<file path="src/rtl/dut_vector_engine.sv">
`timescale 1ns/1ps
// dut_vector_engine
//   Multi-cycle DUT vector sequencer. Pops {hold count, mosi pattern} words
//   from a show-ahead stimulus FIFO, drives each pattern on mosi_data for
//   count+1 clocks and captures miso_data into a result FIFO, either once at
//   the end of the hold or on every hold cycle (streaming mode).
//
//   state   | meaning
//   --------+----------------------------------------------------------
//   S_IDLE  | no vector on the pins; fetch when enabled and FIFO not empty
//   S_DRIVE | pattern on mosi_data; hold counter r_k runs 0..count
//
// Ports
//   clock, reset         DUT-domain clock, asynchronous active-high reset
//   enable               level, permits fetching new vectors
//   stream_mode          1 = capture every hold cycle, sampled at each fetch
//   busy / done          vector in progress / idle-because-empty pulse
//   overrun              sticky, a result was dropped on a full result FIFO
//   sfifo_*              stimulus FIFO read side {count, pattern}
//   rfifo_*              result FIFO write side {cycle index, miso}
//   mosi_data/miso_data  DUT pins
//   vec_count/drop_count statistics, live only with DUT_VECTOR_STATS_EN
//
// Build option
//   DUT_VECTOR_STATS_EN  adds saturating vector/drop counters; otherwise the
//                        counter outputs are tied to zero.

module dut_vector_engine #(
  parameter int STF_WIDTH   = 24,
  parameter int RTF_WIDTH   = 24,
  parameter int CYCLE_RANGE = 5,
  parameter int STAT_WIDTH  = 16
) (
  input  logic                               clock,
  input  logic                               reset,
  input  logic                               enable,
  input  logic                               stream_mode,
  output logic                               busy,
  output logic                               done,
  output logic                               overrun,
  input  logic [STF_WIDTH+CYCLE_RANGE:0]     sfifo_data,
  input  logic                               sfifo_rdempty,
  output logic                               sfifo_rdreq,
  output logic [RTF_WIDTH+CYCLE_RANGE:0]     rfifo_data,
  output logic                               rfifo_wrreq,
  input  logic                               rfifo_wrfull,
  output logic [STF_WIDTH-1:0]               mosi_data,
  input  logic [RTF_WIDTH-1:0]               miso_data,
  output logic [STAT_WIDTH-1:0]              vec_count,
  output logic [STAT_WIDTH-1:0]              drop_count
);

  localparam int CW = CYCLE_RANGE + 1;

  typedef enum logic {
    S_IDLE  = 1'b0,
    S_DRIVE = 1'b1
  } state_t;

  state_t                  r_state;
  state_t                  w_state_nxt;
  logic [CW-1:0]           r_k;
  logic [CW-1:0]           r_cnt;
  logic                    r_stream;
  logic [STF_WIDTH-1:0]    r_mosi;
  logic [RTF_WIDTH+CW-1:0] r_rdata;
  logic                    r_wrreq;
  logic                    r_done;
  logic                    r_overrun;

  logic                    w_last;
  logic                    w_fetch;
  logic                    w_capture;
  logic                    w_drop;
  logic [CW-1:0]           w_st_cnt;
  logic [STF_WIDTH-1:0]    w_st_pat;

  assign {w_st_cnt, w_st_pat} = sfifo_data;

  // The counter stops at r_cnt, so the all-ones count never wraps.
  assign w_last = (r_state == S_DRIVE) && (r_k == r_cnt);

  always_ff @(posedge clock or posedge reset) begin
    if (reset) begin
      r_state <= S_IDLE;
    end else begin
      r_state <= w_state_nxt;
    end
  end

  always_comb begin
    w_state_nxt = r_state;
    w_fetch     = 1'b0;
    case (r_state)
      S_IDLE: begin
        if (enable && !sfifo_rdempty) begin
          w_fetch     = 1'b1;
          w_state_nxt = S_DRIVE;
        end
      end
      S_DRIVE: begin
        // Fetching on the last hold clock gives back-to-back vectors.
        if (w_last) begin
          if (enable && !sfifo_rdempty) begin
            w_fetch = 1'b1;
          end else begin
            w_state_nxt = S_IDLE;
          end
        end
      end
      default: w_state_nxt = S_IDLE;
    endcase
  end

  assign w_capture = (r_state == S_DRIVE) && (r_stream || w_last);
  assign w_drop    = w_capture && rfifo_wrfull;

  always_ff @(posedge clock or posedge reset) begin
    if (reset) begin
      r_k       <= '0;
      r_cnt     <= '0;
      r_stream  <= 1'b0;
      r_mosi    <= '0;
      r_rdata   <= '0;
      r_wrreq   <= 1'b0;
      r_done    <= 1'b0;
      r_overrun <= 1'b0;
    end else begin
      r_wrreq <= 1'b0;
      r_done  <= 1'b0;

      if (w_fetch) begin
        r_mosi   <= w_st_pat;
        r_cnt    <= w_st_cnt;
        r_stream <= stream_mode;
        r_k      <= '0;
      end else if ((r_state == S_DRIVE) && !w_last) begin
        r_k <= r_k + CW'(1);
      end

      // enable low at the end of a vector is a deliberate stop, not "empty".
      if (w_last && enable && sfifo_rdempty) begin
        r_done <= 1'b1;
      end

      // A full result FIFO never stalls the DUT; the result is discarded.
      if (w_capture) begin
        if (rfifo_wrfull) begin
          r_overrun <= 1'b1;
        end else begin
          r_wrreq <= 1'b1;
          r_rdata <= {r_k, miso_data};
        end
      end
    end
  end

  // Gated by reset so no pop can happen while the engine is held.
  assign sfifo_rdreq = w_fetch & ~reset;
  assign busy        = (r_state == S_DRIVE);
  assign done        = r_done;
  assign overrun     = r_overrun;
  assign rfifo_wrreq = r_wrreq;
  assign rfifo_data  = r_rdata;
  assign mosi_data   = r_mosi;

`ifdef DUT_VECTOR_STATS_EN
  logic [STAT_WIDTH-1:0] r_vec_count;
  logic [STAT_WIDTH-1:0] r_drop_count;

  always_ff @(posedge clock or posedge reset) begin
    if (reset) begin
      r_vec_count  <= '0;
      r_drop_count <= '0;
    end else begin
      if (w_last && (r_vec_count != '1)) begin
        r_vec_count <= r_vec_count + STAT_WIDTH'(1);
      end
      if (w_drop && (r_drop_count != '1)) begin
        r_drop_count <= r_drop_count + STAT_WIDTH'(1);
      end
    end
  end

  assign vec_count  = r_vec_count;
  assign drop_count = r_drop_count;
`else
  logic w_drop_unused;
  assign w_drop_unused = w_drop;
  assign vec_count     = '0;
  assign drop_count    = '0;
`endif

endmodule

</file>
<file path="config.mk">
export PLATFORM = sky130hd
export DESIGN_NAME = dut_vector_engine
export DESIGN_NICKNAME = d
export VERILOG_FILES = /design/src/rtl/dut_vector_engine.sv
export SDC_FILE = /design/constraint.sdc
export NUM_CORES = 1
export LEC_CHECK = 0
export CORE_ASPECT_RATIO = 0.5
export CORE_MARGIN = 3
export CORE_UTILIZATION = 45
export CTS_BUF_LIST = sky130_fd_sc_hd__clkbuf_8
export CTS_CLUSTER_SIZE = 28
export DETAILED_ROUTE_END_ITERATION = 8
export GPL_TIMING_DRIVEN = 0
export PLACE_DENSITY = 0.88
export SLEW_MARGIN = 10
export SYNTH_ARGS = -nofsm -noshare
export SYNTH_HDL_FRONTEND = slang
export SYNTH_SLANG_ARGS = --single-unit
</file>
<file path="constraint.sdc">
create_clock -name clock -period 4.9 [get_ports clock]
set_input_delay 0.735 -clock clock [delete_from_list [all_inputs] [get_ports clock]]
set_output_delay 0.735 -clock clock [all_outputs]
set_load 0.02 [all_outputs]
</file>
==> Word-level counts from Yosys, hierarchy flattened <==
Index checks and enable logic that the tools add are counted.
{ "op_classes": {"add_sub_neg": 1, "eq_ne": 1, "muxes": 10, "bitwise": 4, "n_reduce_logical": 12} }
{ "ops": {"columns": ["cell", "n"], "rows": [
  ["two-way mux 6 bit", 2],
  ["adder 6 x 1 -> 6 bit (second input constant)", 1],
  ["== test 6 bit", 1],
  ["logical AND 1 bit", 6],
  ["two-way mux 1 bit", 6],
  ["one-hot mux 1 bit (2 select lines)", 2],
  ["AND reduction 2 bit", 2],
  ["NOT 1 bit", 3],
  ["logical NOT 1 bit", 2],
  ["nonzero test 2 bit", 1],
  ["AND 1 bit", 1],
  ["logical OR 1 bit", 1]
]} }
{ "word_totals": {"register_bits": 71, "in_bits": 60, "output_inout_bits": 91, "word_cells": 37} }

==> Logic depth before layout (Yosys ltp) <==
Gate-level depths: netlist (run 1).
{ "logic_depth": {"depth_word": 6, "mapped_depth": 6, "mapped_depth_nobuf": 5} }

==> Worst setup path before layout (run 1) <==
Ideal clock, no wire load.
{ "synth_path": {"kind": "reg-to-output", "from": "register r_k[2]", "to": "output port sfifo_rdreq", "arrival_ps": 1728, "required_time_ps": 4165, "setup_slack_ps": 2437, "stages_incl_launch_ff": 7, "path_buffers": 1, "cell_sequence": "dfrtp_1 -> xor2_1 -> nor4_2 -> a21bo_2 -> nand2_2 -> buf_6 -> nor2_1"} }
{ "synth_via": {"elab_chain_len": 5} }
{ "synth_rtl": {"columns": ["item", "line", "source"], "rows": [
  ["from (decl)", "62", "logic [CW-1:0] r_k;"],
  ["from (signal assigned)", "138", "r_k <= r_k + CW'(1);"],
  ["== test 6 bit", "81", "assign w_last = (r_state == S_DRIVE) && (r_k == r_cnt);"],
  ["logical AND 1 bit", "81", null],
  ["two-way mux 1 bit", "103", "if (w_last) begin"],
  ["one-hot mux 1 bit (2 select lines)", "94", "case (r_state)"],
  ["AND 1 bit", "159", "assign sfifo_rdreq = w_fetch & ~reset;"],
  ["to (decl)", "43", "output logic sfifo_rdreq,"]
]} }
No other way between the ends.

==> Worst setup path after layout (run 1) <==
Ends and elaborated chain as after synthesis.

==> summary.md, run 1 <==
| Metric | Value |
|---|---|
| Status | completed |
| Max-Cap Viols | 0 |
| Final Critical Period | 3.484 ns |
| Clk_lat worst skew | 0.34 ns |
| Slew Limit Fails | 0 |
| Initial DRC count | 112 |
| Number of primary I/O pins | 151 |
| Worst vdd ir | 0.3219 mV |
| CP arrival | 2.75 ns |
| Cts repair resizes | 0 |
| Fin worst setup slack | 1.416 ns |
| Hold Buf Count CTS | 0 |
| Critical Path Start Type | flop |
| First-pass GRT wire length | 11470 um |
| Initial antenna violation count | 0 |
| Syn Area/Cell | 14.11 um^2 |
| Place WS | 1.630 ns |
| Vias | 2170 |
| Post-synth top flop | dfrtp_1 |
| LEAKAGE | 0.002132 uW |
| Post-synth top area cell | dfrtp_1 |
| Post-DP Area | 4528 um^2 |
| WL final | 7068 um |
| Pwr dens | 583.5 nW/um^2 |
| Setup violations, final | 0 |
| # Post-CTS Setup Buffers | 0 |
| Post-synth cell types | 30 |
| #FFs+latches synth | 71 |
| Share of cells above drive strength 1 | 0.2853 |
| Htree depth | 3 |
| Floorplan die width | 123.2 um |
| Synth Instances | 219 |
| CORE AREA | 6356 um^2 |
| Yosys Warn Count | 0 |
| Sink Count | 71 |
| Largest net degree at the start of global routing | 51 |
| CP Capture Type | output port |
| Post-synth EDFFs | 0 |
| Critical path class | flop to output port |
| Critical path required time | 4.16 ns |
| Post-layout net count | 441 |
| CTS Buf Count | 9 |
| Final ANT Viol Nets | 0 |
| Clk_skew | 0.006715 ns |
| Area growth, synth to finish | 51.42% |
| Final hold slack | 0.4858 ns |
| Max Buffers Root-to-Sink | 2 |
| Root Driver | clkbuf_8 |
| Dominant cells by area after synthesis | dfrtp_1 (57%), mux2_2 (19%), buf_4 (7.8%), mux2_1 (3.6%), buf_6 (2.2%) |
| Vias per cell | 4.617 |
| Most common cell after layout, fill and taps aside | clkdlybuf4s50_1 |
| Final Hold Fails | 0 |
| Clock-pin slew on the worst setup and hold paths | 0.07 ns |
| Fill count | 424 |
| Synth async-reset ratio | 1.000 |
| I/O Buffers | 118 |
| Via count of the first global-routing pass | 2381 |
| Starting Density | 0.4862 |
| Drt first pass iters | 4 |
| Post-Layout Inst Area | 4679 um^2 |
| Unrepaired setup endpoints after global routing | false |
| Top-area cell type share of the netlist area | 0.5749 |
| Final Total Pwr | 2731 uW |
| Global Route Usage Sum | 0.1890 |
| Final period utilization | 0.7110 |
| Die area | 7959 um^2 |
| Most frequent cells in the layout | clkdlybuf4s50_1 (118), dfrtp_1 (71), mux2_2 (51), buf_4 (32), conb_1 (32) |
| Die Ht | 64.60 um |
| Sequential fraction of the synthesis area | 0.5749 |
| Drt wl/cell | 15.04 um |
| Hpwl dp | 5539 um |
| Worst min path class | flop to flop |
| GPL Wtd Cong | 0.7691 |
| Crit-path max FO | 10 |
| Antenna diode count | 0 |
| Max Freq | 287.0 MHz |
| FP Rows | 20 |
| Total Neg Setup Slack | 0 ns |
| DRC | 0 |
| Grt ovf | 0 |
| Synth Cell Area | 3090 um^2 |
| CTS tree | yes |
## cell type report
| class | instances | area [um^2] | area share |
|---|---|---|---|
| Sequential cell | 71 | 1777 | 0.3797 |
| Clock inverter | 3 | 13.76 | 0.002941 |
| Inverter | 2 | 10.01 | 0.002139 |
| Timing Repair Buffer | 119 | 1209 | 0.2583 |
| Clock buffer | 10 | 137.6 | 0.02941 |
| Multi-Input combinational cell | 138 | 1110 | 0.2372 |
| Buffer | 39 | 312.8 | 0.06684 |
| Tap cell | 88 | 110.1 | 0.02353 |
## sequential cells by signal, indices dropped and copies added (netlist names)
| name | count |
|---|---|
| r_k | 6 |
| rfifo_data | 30 |
| r_stream | 1 |
| busy | 1 |
| mosi_data | 24 |
| overrun | 1 |
| rfifo_wrreq | 1 |
| done | 1 |
| r_cnt | 6 |
## synthesized netlist by cell type, types with 2 or more instances
cell	number
inv_1	2
nor2_1	5
dfrtp_1	71
o211ai_1	2
nand3_1	8
mux2_1	10
mux2_2	51
o21ai_0	2
or3_1	2
buf_4	32
nand2_1	5
xor2_1	6
buf_6	6
## worst max-delay path: stages (launching register included)
cell	delay [ns]
dfrtp_1	0.44
xor2_1	0.19
nor4_2	0.44
a21bo_2	0.27
nand2_2	0.12
buf_6	0.18
nor2_1	0.12
clkdlybuf4s50_1	0.64
## path summary, 6_finish.rpt
path	to	from	slack [ns]	cells after the start
min	rfifo_data[28]	rfifo_data[28]	0.49	1
min reg2reg	rfifo_data[28]	rfifo_data[28]	0.49	1
max in group asynchronous	rfifo_data[11]	reset	3.60	3
max reg2reg	rfifo_data[14]	r_k[2]	2.70	6
min in group asynchronous	mosi_data[0]	reset	0.78	2
max	sfifo_rdreq	r_k[2]	1.42	7
## logic make-up (layout without fill, tap and decap cells)
group | Yosys count | after routing | synth area share
other | 1 | 32 | 0.001213
adder cells (fa/ha/maj) | 1 | 1 | 0.004048
AND/OR/NAND/NOR | 26 | 26 | 0.04778
buffers and inverters | 41 | 173 | 0.1036
flip-flops | 71 | 71 | 0.5749
AO/OA/AOI/OAI | 11 | 11 | 0.02591
XOR/XNOR | 6 | 6 | 0.01700
multiplexers | 62 | 62 | 0.2255
## per-layer routing
layer | part of all wire | global-route usage
met1 | 0.36 | 0.1974
met2 | 0.56 | 0.3624
met3 | 0.064 | 0.04882
met4 | 0.015 | 0.07448
met5 | 0 | 0
## per-stage QoR
step | std cells | util
detailed placement | 457 | 0.7124
global route | 470 | 0.7362
finish | 470 | 0.7362
floorplan | 250 | -
CTS | 470 | 0.7362
global placement | 456 | 0.7077
## power by group
group | internal [uW] | leakage [uW] | switching, uW
Combinational | 717 | 0.00118 | 616
Clock | 185 | 0.0000850 | 196
Sequential | 853 | 0.000870 | 163
Power figures use the tool's default switching activity.
==> run 2, diff against run 1 <==
--- a/config.mk
+++ b/config.mk
@@ -7,12 +7,12 @@
 export LEC_CHECK = 0
 export CORE_ASPECT_RATIO = 0.5
 export CORE_MARGIN = 3
-export CORE_UTILIZATION = 45
+export CORE_UTILIZATION = 38
 export CTS_BUF_LIST = sky130_fd_sc_hd__clkbuf_8
 export CTS_CLUSTER_SIZE = 28
 export DETAILED_ROUTE_END_ITERATION = 8
 export GPL_TIMING_DRIVEN = 0
-export PLACE_DENSITY = 0.88
+export PLACE_DENSITY = 0.79
 export SLEW_MARGIN = 10
 export SYNTH_ARGS = -nofsm -noshare
 export SYNTH_HDL_FRONTEND = slang
==> constraint.sdc (replaced) <==
create_clock -name clock -period 3.06 [get_ports clock]
set_input_delay 0.459 -clock clock [delete_from_list [all_inputs] [get_ports clock]]
set_output_delay 0.459 -clock clock [all_outputs]
set_load 0.02 [all_outputs]
==> run 2 against run 1 <==
Against the previous run:
- cell area increased by 3.5%
- utilization is 9.9 points lower
- combinational power grew 62%
- clock skew increased by 0.0027 ns
- total power rose by 76%
- worst hold slack lost 0.0070 ns
- sequential power up 60%
- first-iteration DRC count is 17% lower
- sequential share of layout area fell by 1.3 points
- largest cell class unchanged
==> summary.md, run 2 (synthesized netlist as in run 1, its figures left out) <==
| Metric | Value |
|---|---|
| Post-layout net count | 442 |
| Pwr dens | 990.7 nW/um^2 |
| First-pass GRT wire length | 11730 um |
| Number of primary I/O pins | 151 |
| CTS tree | yes |
| Max Freq | 370.6 MHz |
| Max Buffers Root-to-Sink | 2 |
| Grt ovf | 0 |
| Max reg flops | 30 |
| Crit-path max FO | 10 |
| Vias per cell | 4.419 |
| Post-Layout Inst Area | 4842 um^2 |
| Share of cells above drive strength 1 | 0.2953 |
| GPL Wtd Cong | 0.7972 |
| Global Route Usage Sum | 0.1609 |
| P_sw | 1605 uW |
| Hpwl dp | 5752 um |
| Drt wl/cell | 14.85 um |
| Setup crit end | sfifo_rdreq |
| WL final | 7334 um |
| Slew Limit Fails | 0 |
| I/O Buffers | 118 |
| Reg2Reg Depth | 7 |
| Setup violations, final | 0 |
| Sink Count | 71 |
| Post-DP Area | 4553 um^2 |
| Total Neg Setup Slack | 0 ns |
| Int Power | 3192 uW |
| Final period utilization | 0.8818 |
| Floorplan die width | 133.5 um |
| Critical Path Max Stage Delay | 0.46 ns |
| Root Driver | clkbuf_8 |
| Sequential share of power | 0.340 |
| Final Hold Fails | 0 |
| Die area | 9317 um^2 |
| CORE AREA | 7597 um^2 |
| Starting Density | 0.4068 |
| Max-Cap Viols | 0 |
| Final Critical Period | 2.698 ns |
| Worst min path class | input pin to asynchronous set/reset pin |
| FP Rows | 22 |
| Register-to-register setup slack | 0.82 ns |
| Most frequent cells in the layout | clkdlybuf4s50_1 (117), dfrtp_1 (71), mux2_2 (51), buf_4 (33), conb_1 (32) |
| Critical Path Start Type | flop |
| Most common cell after layout, fill and taps aside | clkdlybuf4s50_1 |
| Clock power frac | 0.212 |
| Status | completed |
| Worst vdd ir | 0.3250 mV |
| Combinational share of power | 0.448 |
| Clk_skew | 0.009367 ns |
| Final ANT Viol Nets | 0 |
| Largest net degree at the start of global routing | 48 |
| Sw frac | 0.3346 |
| Drt first pass iters | 4 |
| Critical path required time | 2.60 ns |
| Unrepaired setup endpoints after global routing | false |
| CP arrival | 2.24 ns |
| Critical path class | flop to output port |
| Final Util | 0.6374 |
| LEAKAGE | 0.002207 uW |
| Antenna diode count | 0 |
| Critical Path Slowest Stage Cell | dfrtp_1 |
| Crit path cell chain | xor2_1 -> nor4_2 -> a21bo_2 -> nand2_2 -> buf_6 -> nor2_1 -> dlymetal6s2s_1 |
| Clock-pin slew on the worst setup and hold paths | 0.08 ns |
| Crit. Startpoint | r_k[3] |
| Area growth, synth to finish | 56.68% |
| CP Capture Type | output port |
| Die Ht | 69.77 um |
| Reg-to-Reg End | rfifo_data[17] |
| Htree depth | 3 |
| Vias | 2183 |
| Via count of the first global-routing pass | 2299 |
| FF-to-FF Start | r_k[3] |
| CTS Buf Count | 9 |
| Initial DRC count | 93 |
| DRC | 0 |
| Clk_lat worst skew | 0.35 ns |
| Initial antenna violation count | 0 |
-- run 2: area by class of cell --
cell class,instances,area [um^2]
well taps,108,135.1
clock inverters,5,127.6
inverters,2,10.01
fillers,597,2755
plain buffers,39,312.8
multi-input cells,138,1110
clock buffers,11,151.4
repair buffers,120,1219
flip-flops and latches,71,1777
-- run 2: repair_timing --
| action | 4_1_cts | 5_1_grt |
|---|---|---|
| setup buffers | 1 | 0 |
| setup endpoints to repair | 1 | 1 |
| hold buffers | 0 | 0 |
| pin swaps | 1 | 0 |
| cloned | 0 | 0 |
| resized for setup | 0 | 1 |
-- run 2: critical path: cells and delay by family, from the launching register on --
| kind | cells | cell delay [ns] |
|---|---|---|
| compound gates | 1 | 0.25 |
| xor+xnor | 1 | 0.21 |
| buf+inv | 2 | 0.41 |
| flops | 1 | 0.46 |
| simple gates | 3 | 0.56 |
-- run 2: power by group through the flow --
stage                     logic (uW)  clock network, uW  registers (uW)
after CTS                       2170               1040            1630
after global routing            2280               1090            1680
after global placement          2090                  0            1620
after detailed placement        2150                  0            1650
final                           2150               1020            1630
after floorplan                  770                  0            2030
-- run 2: layer usage --
layer | share of wire | wire, um | GRT usage | vias to the layer above
li1 | - | - | - | 1016
met1 | 0.37 | 2720 | 0.1703 | 1077
met2 | 0.55 | 4052 | 0.2944 | 83
met3 | 0.065 | 477 | 0.05290 | 7
met4 | 0.011 | 84 | 0.06956 | 0
met5 | 0 | 0 | 0 | -
-- run 2: worst min-delay path by stage --
| stage | startpoint | endpoint | slack [ns] | cells past startpoint |
|---|---|---|---|---|
| after global placement | overrun | overrun | 0.46 | 1 |
| after global routing | reset | mosi_data[13] | 0.49 | 2 |
| after detailed placement | rfifo_data[20] | rfifo_data[20] | 0.48 | 1 |
| final | reset | mosi_data[12] | 0.48 | 2 |
| after floorplan | r_cnt[3] | r_cnt[3] | 0.50 | 1 |
| after CTS | reset | mosi_data[12] | 0.46 | 2 |
-- run 2: stage by stage --
stage	hold slack (ns)	setup WS [ns]	power (uW)	std cells
after global placement	0.4615	-0.2811	3708	476
final	0.4788	0.3617	4797	494
after floorplan	0.4994	0.8044	2804	250
after CTS	0.4617	0.01415	4845	494
after detailed placement	0.4783	0.3079	3807	477
after global routing	0.4931	0.2123	5042	494
